File: config.mk
export PLATFORM = sky130hd
export DESIGN_NAME = pc_next_unit
export DESIGN_NICKNAME = d
export VERILOG_FILES = /design/src/rtl/pc_next_unit_pkg.sv /design/src/rtl/pc_next_unit_target.sv /design/src/rtl/pc_next_unit.sv
export SDC_FILE = /design/constraint.sdc
export NUM_CORES = 1
export LEC_CHECK = 0
export ABC_AREA = 1
export CAP_MARGIN = 20
export CORE_ASPECT_RATIO = 2
export CORE_UTILIZATION = 38
export DETAILED_ROUTE_END_ITERATION = 8
export SLEW_MARGIN = 30
export SYNTH_ARGS = -nofsm -noshare
export SYNTH_HDL_FRONTEND = slang
export SYNTH_SLANG_ARGS = --single-unit
File: constraint.sdc
create_clock -name clk -period 6 [get_ports clk]
set_clock_uncertainty 0.15 [all_clocks]
set_input_delay 1.2 -clock clk [delete_from_list [all_inputs] [get_ports clk]]
set_output_delay 1.2 -clock clk [all_outputs]
set_load 0.02 [all_outputs]
File: src/rtl/pc_next_unit_pkg.sv
// Shared constants for the fetch-PC unit: branch_type bit positions,
// redirect mask, FSM state encoding and the default boot address.
package pc_next_unit_pkg;

  localparam int unsigned BT_PC4   = 0;
  localparam int unsigned BT_BTYPE = 1;
  localparam int unsigned BT_JAL   = 2;
  localparam int unsigned BT_JALR  = 3;
  localparam int unsigned BT_AUIPC = 4;

  // Branch types that change control flow (jalr, jal, btype).
  localparam logic [4:0] BT_REDIR_MASK = 5'b01110;

  localparam logic [31:0] RESET_PC_DEFAULT = 32'h8000_0000;

  typedef enum logic [1:0] {
    ST_BOOT = 2'd0,
    ST_REQ  = 2'd1,
    ST_HALT = 2'd2
  } state_e;

endpackage

File: src/rtl/pc_next_unit_target.sv
// Combinational redirect decode: target adder, jalr bit-0 mask and
// misalignment flag. PC_NEXT_RVC_EN relaxes the check to halfword alignment.
module pc_target_calc
  import pc_next_unit_pkg::*;
#(
  parameter int unsigned XLEN = 32
) (
  input  logic            ex_valid,
  input  logic [4:0]      branch_type,
  input  logic [XLEN-1:0] ex_pc,
  input  logic [XLEN-1:0] ex_imm,
  input  logic [XLEN-1:0] ex_rs1,
  output logic            redir,
  output logic [XLEN-1:0] target,
  output logic            misalign
);

  logic [XLEN-1:0] jalr_sum;
  logic [XLEN-1:0] rel_sum;

  assign jalr_sum = ex_rs1 + ex_imm;
  assign rel_sum  = ex_pc + ex_imm;

  always_comb begin
    redir  = ex_valid & (|(branch_type & BT_REDIR_MASK));
    target = '0;
    // Non-one-hot inputs resolve jalr over jal over btype.
    if (branch_type[BT_JALR]) begin
      target = jalr_sum & ~{{(XLEN-1){1'b0}}, 1'b1};
    end else if (branch_type[BT_JAL] || branch_type[BT_BTYPE]) begin
      target = rel_sum;
    end
  end

`ifdef PC_NEXT_RVC_EN
  assign misalign = target[0];
`else
  assign misalign = target[1];
`endif

endmodule

File: src/rtl/pc_next_unit.sv
// Fetch PC owner: BOOT/REQ/HALT FSM, valid/ready fetch request, buffered
// redirect while stalled, flush pulse and misaligned-target halt.
// Optional macro: PC_NEXT_RVC_EN (halfword-aligned targets allowed).
module pc_next_unit
  import pc_next_unit_pkg::*;
#(
  parameter int unsigned     XLEN     = 32,
  parameter logic [XLEN-1:0] RESET_PC = XLEN'(RESET_PC_DEFAULT)
) (
  input  logic            clk,
  input  logic            rst_n,
  input  logic            ex_valid,
  input  logic [4:0]      branch_type,
  input  logic [XLEN-1:0] ex_pc,
  input  logic [XLEN-1:0] ex_imm,
  input  logic [XLEN-1:0] ex_rs1,
  input  logic            fetch_ready,
  input  logic            exc_ack,
  input  logic [XLEN-1:0] exc_vec,
  output logic            fetch_valid,
  output logic [XLEN-1:0] fetch_pc,
  output logic            flush,
  output logic            misalign_exc,
  output logic [XLEN-1:0] exc_pc
);

  state_e          state_q, state_d;
  logic [XLEN-1:0] fetch_pc_q, fetch_pc_d;
  logic [XLEN-1:0] pend_pc_q, pend_pc_d;
  logic            pend_q, pend_d;
  logic            flush_q, flush_d;
  logic            misalign_q, misalign_d;
  logic [XLEN-1:0] exc_pc_q, exc_pc_d;

  logic            redir;
  logic [XLEN-1:0] target;
  logic            misalign;

  pc_target_calc #(.XLEN(XLEN)) u_target (
    .ex_valid    (ex_valid),
    .branch_type (branch_type),
    .ex_pc       (ex_pc),
    .ex_imm      (ex_imm),
    .ex_rs1      (ex_rs1),
    .redir       (redir),
    .target      (target),
    .misalign    (misalign)
  );

  always_comb begin
    state_d    = state_q;
    fetch_pc_d = fetch_pc_q;
    pend_pc_d  = pend_pc_q;
    pend_d     = pend_q;
    flush_d    = 1'b0;
    misalign_d = misalign_q;
    exc_pc_d   = exc_pc_q;
    unique case (state_q)
      ST_BOOT: state_d = ST_REQ;
      ST_REQ: begin
        if (redir && misalign) begin
          state_d    = ST_HALT;
          flush_d    = 1'b1;
          misalign_d = 1'b1;
          exc_pc_d   = target;
          pend_d     = 1'b0;
        end else if (redir) begin
          flush_d = 1'b1;
          // A stalled request keeps its address; the target waits in pend_pc.
          if (fetch_ready) begin
            fetch_pc_d = target;
            pend_d     = 1'b0;
          end else begin
            pend_pc_d = target;
            pend_d    = 1'b1;
          end
        end else if (fetch_ready) begin
          if (pend_q) begin
            fetch_pc_d = pend_pc_q;
            pend_d     = 1'b0;
          end else begin
            fetch_pc_d = fetch_pc_q + XLEN'(4);
          end
        end
      end
      ST_HALT: begin
        if (exc_ack) begin
          state_d    = ST_REQ;
          fetch_pc_d = exc_vec;
          misalign_d = 1'b0;
        end
      end
      default: state_d = ST_BOOT;
    endcase
  end

  always_ff @(posedge clk) begin
    if (!rst_n) begin
      state_q    <= ST_BOOT;
      fetch_pc_q <= RESET_PC;
      pend_pc_q  <= '0;
      pend_q     <= 1'b0;
      flush_q    <= 1'b0;
      misalign_q <= 1'b0;
      exc_pc_q   <= '0;
    end else begin
      state_q    <= state_d;
      fetch_pc_q <= fetch_pc_d;
      pend_pc_q  <= pend_pc_d;
      pend_q     <= pend_d;
      flush_q    <= flush_d;
      misalign_q <= misalign_d;
      exc_pc_q   <= exc_pc_d;
    end
  end

  assign fetch_valid  = (state_q == ST_REQ);
  assign fetch_pc     = fetch_pc_q;
  assign flush        = flush_q;
  assign misalign_exc = misalign_q;
  assign exc_pc       = exc_pc_q;

endmodule

Word-level counts from Yosys, hierarchy flattened
Cells that the tools add are included.
{"block": "totals", "regBits": 101, "in_bits": 138, "out_inout_bits": 67, "word_cells": 53}
{"block": "op_classes", "n_addsub": 3, "eq_ne": 6, "mux": 21, "bitwise": 3, "n_reduce_logical": 13}
{"operator": "$mux W32", "count": 8}
{"operator": "$add A32 B32 Y32", "count": 2}
{"operator": "$pmux W32 S2", "count": 1}
{"operator": "$add A32 B3 Y32 const B", "count": 1}
{"operator": "$mux W1", "count": 8}
{"operator": "$reduce_and A2 Y1", "count": 4}
{"operator": "$reduce_and A4 Y1", "count": 2}
{"operator": "$ne A2 B2 Y1 const B", "count": 3}
{"operator": "$pmux W2 S3", "count": 1}
{"operator": "$mux W2", "count": 2}
{"operator": "$reduce_and A3 Y1", "count": 1}
{"operator": "$reduce_bool A3 Y1", "count": 1}
{"operator": "$reduce_or A3 Y1", "count": 1}
{"operator": "$eq A2 B1 Y1 const B", "count": 1}
{"operator": "$eq A2 B2 Y1 const B", "count": 1}
{"operator": "$logic_not A2 Y1", "count": 1}
{"operator": "$ne A2 B1 Y1 const B", "count": 1}
{"operator": "$not A1 Y1", "count": 2}
{"operator": "$pmux W1 S2", "count": 1}
{"operator": "$reduce_bool A2 Y1", "count": 1}
{"operator": "$and A1 B1 Y1", "count": 1}
{"operator": "$logic_and A1 B1 Y1", "count": 1}
{"operator": "$logic_or A1 B1 Y1", "count": 1}

Logic depth before layout (Yosys ltp)
{"block": "logic_depth", "ltp_word": 7, "ltp_mapped": 16, "depth_no_buf": 16}

Modules after synthesis
Synthesis repeated with hierarchy kept, for this count alone.
{"block": "unflattened", "hier_cells": 1867, "hier_area_um2": 10407.5}
{"mod": "pc_next_unit", "n_inst": 1, "cells_per_inst": 776, "area_per_inst_um2": 5216.3, "seq_area_each_um2": 2021.9}
{"mod": "pc_target_calc", "n_inst": 1, "cells_per_inst": 1091, "area_per_inst_um2": 5191.2, "seq_area_each_um2": 0.0}

Worst setup path after synthesis
Ideal clock, no wire load.
{"block": "synth_timing", "path_type": "input to register", "startpoint": "input port ex_pc[0]", "endpoint": "register fetch_pc_q[22] (netlist: fetch_pc[22])", "setup_ns": 0.120, "arrival_ns": 2.826, "required_ns": 5.730, "setup_slack_ns": 2.905, "cell_stages": 11, "n_path_buf": 2, "cell_sequence": "ha_1 > inv_1 > fa_1 > o21ai_4 > nand2_2 > nand2_2 > a21oi_4 > buf_4 > buf_4 > o21ai_0 > a21oi_1"}
{"block": "synth_via", "elab_chain_len": 7, "word_cells_on_any_way": 10}
{"element": "start: declaration", "line_no": "pc_next_unit.sv:14", "source": "input logic [XLEN-1:0] ex_pc,"}
{"element": "$add A32 B32 Y32 *", "line_no": "pc_next_unit_target.sv:22", "source": "assign rel_sum = ex_pc + ex_imm;"}
{"element": "$mux W32 *", "line_no": "pc_next_unit_target.sv:30", "source": "end else if (branch_type[BT_JAL] || branch_type[BT_BTYPE]) begin"}
{"element": "$mux W32 *", "line_no": "pc_next_unit_target.sv:28", "source": "if (branch_type[BT_JALR]) begin"}
{"element": "$mux W32", "line_no": "pc_next_unit.sv:70", "source": "if (fetch_ready) begin"}
{"element": "$mux W32", "line_no": "pc_next_unit.sv:67", "source": "end else if (redir) begin"}
{"element": "$mux W32", "line_no": "pc_next_unit.sv:61", "source": "if (redir && misalign) begin"}
{"element": "$pmux W32 S2", "line_no": "pc_next_unit.sv:58", "source": "unique case (state_q)"}
{"element": "end signal: assignment", "line_no": "pc_next_unit.sv:108", "source": "fetch_pc_q <= fetch_pc_d;"}
{"element": "end: declaration", "line_no": "pc_next_unit.sv:28", "source": "logic [XLEN-1:0] fetch_pc_q, fetch_pc_d;"}
Every way passes the cells marked *; elsewhere a longest branch is shown, timed or not. The select of a mux whose other input is x is not followed.
A chain may end at the register's enable or synchronous reset.

Worst setup path in the final report
{"block": "layout_timing", "startpoint": "input port ex_imm[0]", "endpoint": "register exc_pc_q[6] (netlist: exc_pc[6])"}
{"block": "layout_via", "elab_chain_len": 5, "word_cells_on_any_way": 6}
{"element": "start: declaration", "line_no": "pc_next_unit.sv:15", "source": "input logic [XLEN-1:0] ex_imm,"}
{"element": "$add A32 B32 Y32", "line_no": "pc_next_unit_target.sv:22"}
{"element": "$mux W32", "line_no": "pc_next_unit_target.sv:30"}
{"element": "$mux W32 *", "line_no": "pc_next_unit_target.sv:28"}
{"element": "$logic_and A1 B1 Y1", "line_no": "pc_next_unit.sv:61"}
{"element": "$reduce_and A2 Y1 (no source line)"}
{"element": "end signal: assignment", "line_no": "pc_next_unit.sv:113", "source": "exc_pc_q <= exc_pc_d;"}
{"element": "end: declaration", "line_no": "pc_next_unit.sv:33", "source": "logic [XLEN-1:0] exc_pc_q, exc_pc_d;"}
Every way passes the cells marked *; elsewhere a longest branch is shown, timed or not.

==> results.cfg <==
[cells_and_area]
regArea_um2 = 2020
syn2layout_area_growth_pct = 25.0
post-route-util_pct = 48.5
final_nets = 2189
multi_input_area_um2 = 6780
drive_gt1_share_pct = 3.01
nFillCells = 2914
final_cell_count_no_fill = 2336
antenna_cells = 0

[synthesis]
synthCells = 1817
synthesis.area_um2 = 10200
synth_top_family_by_area = simple AND/OR/NAND/NOR gates
synthMuxAreaShare_pct = 0
yosysTopAreaCellShare_pct = 20.8
yosys.area_share.simple_pct = 39.1
syn_nets = 2019
ys_seq_area_share_pct = 19.8
synth_area_leaders = nand2_1 21%, dfxtp_1 20%, inv_1 11%
synthFlopType = dfxtp_1
ys_warn_count = 0
synth_area_leader_cell = nand2_1
synth-seq-cells = 101
synth_compound_area_share_pct = 17.0
synth.most_common_cell = nand2_1
synthArstFlopShare_pct = 0
synth_area_per_cell_um2 = 5.63
synthXorXnorAreaFrac_pct = 2.21
synth_edf_count = 0
synthAdderAreaFrac_pct = 7.98
ys_types = 47
yosys-top-cells-count = 568 x nand2_1, 306 x inv_1, 163 x nor2_1

[clocking]
root_buffer = clkbuf_16
ctsLongestPathBuffers = 2
cts_setup_buffers = 0
insertion_delay_ps = 370
tritoncts = built
clock_sinks = 101
post_cts_resized = 0
hold_buffers = 0
path_clk_slew_ps = 70
numCtsBuffers = 9
htreeDepth = 3

[pwr]
p_total_w = 0.00234
internal-power_w = 0.00139
combPwrFrac_pct = 42.1
p_switching_w = 0.000946
p_seq_share_pct = 33.1
clockPowerShare_pct = 24.8
ir_drop_mv = 0.138
switching_share_pct = 40.5
powerDensity_nw_per_um2 = 183
p_leak_nw = 6.54

[detailed_routing]
vias = 11900
drt_iter0_drc = 767
drc_errors = 0
wl_per_cell_um = 17.6
avgViaCountPerCell = 5.09
drtAntennaViolNets = 0
first_pass_iters = 5
drt-total-wl_um = 41200

[global_route]
grt_pass1_wl_um = 62200
grt.overflow.total = 0
grt_pass1_vias = 11600
antenna_found_initial = 0
grt_max_degree = 48
track_usage_pct = 29.6

[critical_path]
critPathKind = input pin to register
start_kind = input pin
cp-end-kind = register
arrival_ps = 4020
required_ps = 6110
cp_max_fo = 30

[flow_run]
maxCapViolCount = 0

[timing]
worst_slew_pin_slew_ps = 940
tns_ps = 0
finalCriticalPeriod_ps = 3920
slew_viol_final = 0
rsz0062_at_grt = no
finalHoldViolCount = 0
fmax_mhz = 255
setup_viol = 0
max_slew_margin_pct = 37.0
setup_slack_ps = 2080
finalCritPeriodShare_pct = 65.3

[floorplanning]
core-area_um2 = 26400
io_pins = 205
chipWidth_um = 118
rows = 84
die_h_um = 234
initial_utilization_pct = 38.8
dieArea_um2 = 27600

[placement]
dp_slack_ps = 1690
gp_congestion = 0.950
dpl.cell_count = 2320
hpwl_um = 34500
portBuffers = 202

[status]
status = complete, no violations

[min_path]
hp-class = register to register
## registers in the layout (all words and copies together) (netlist names)
signal        count
pend_q            1
flush             1
fetch_pc         32
misalign_exc      1
state_q           2
exc_pc           32
pend_pc_q        32
## layout make-up
type	instances	area share (%)
clock buffers	10	1.87
clock inverters	6	0.362
inverters	313	9.21
multi-input cells	1352	53.0
flip-flops and latches	101	15.8
well taps	344	3.37
repair buffers	210	16.3
## cell families (layout without fill, tap and decap cells)
logic type | after synthesis | in the layout
simple gates | 956 | 956
buf+inv | 364 | 539
compound gates | 307 | 307
flops | 101 | 101
fa+ha+maj | 64 | 64
xor+xnor | 25 | 25
## placed cells by master, fill, tap and decap left out, drive strengths merged
cell,instances
inv,314
nand3,154
nand2,574
ha,62
nand4,8
and3,2
o22ai,3
o2111ai,1
or2,7
nand3b,17
o221ai,3
o21bai,18
a211oi,1
clkbuf,10
and2,3
o211ai,30
a21boi,1
a31oi,1
clkdlybuf4s50,201
buf,9
a21oi,144
clkinvlp,2
xor2,17
xnor2,8
nor2,168
clkinv,3
o21a,4
dfxtp,101
fa,2
o21ai,101
nor3,23
## power groups by stage
stage          logic [W]  registers (W)  clock network (W)
2_1_floorplan   0.000558       0.000814                  0
3_3_place_gp    0.000970       0.000788                  0
3_5_place_dp    0.000976       0.000788                  0
4_1_cts         0.000981       0.000773           0.000596
5_1_grt          0.00109       0.000779           0.000614
6_report        0.000984       0.000773           0.000579
## stage by stage
step / instance area (um2) / hold slack (ps)
2_1_floorplan: 10200 / 265
3_3_place_gp: 12500 / 274
3_5_place_dp: 12500 / 286
4_1_cts: 12800 / 296
5_1_grt: 12800 / 332
6_report: 12800 / 296
## layer usage
metal  share of wire [%]  GRT usage, %  up-vias
li1                    -             -     6111
met1                  36          28.6     5388
met2                  55          60.1      305
met3                 2.4          1.63       92
met4                 6.4          18.6        0
met5                   0             0        -
## final timing paths
path	from	endpoint	slack, ps	cells past startpoint
min reg2reg	pend_pc_q[1]	pend_pc_q[1]	300	2
max	ex_imm[0]	exc_pc[6]	2080	10
max reg2reg	state_q[0]	fetch_pc[23]	3070	11
min	pend_pc_q[1]	pend_pc_q[1]	300	2
## worst max-delay path, stage by stage
cell and delay (ps):
clkdlybuf4s50_1 490, ha_1 220, inv_1 70, fa_1 480, o21ai_4 240, nand2_2 110, nor2_4 490, inv_1 410
o21bai_1 250, inv_1 50
Note: power is estimated with default switching activity, not from simulation.
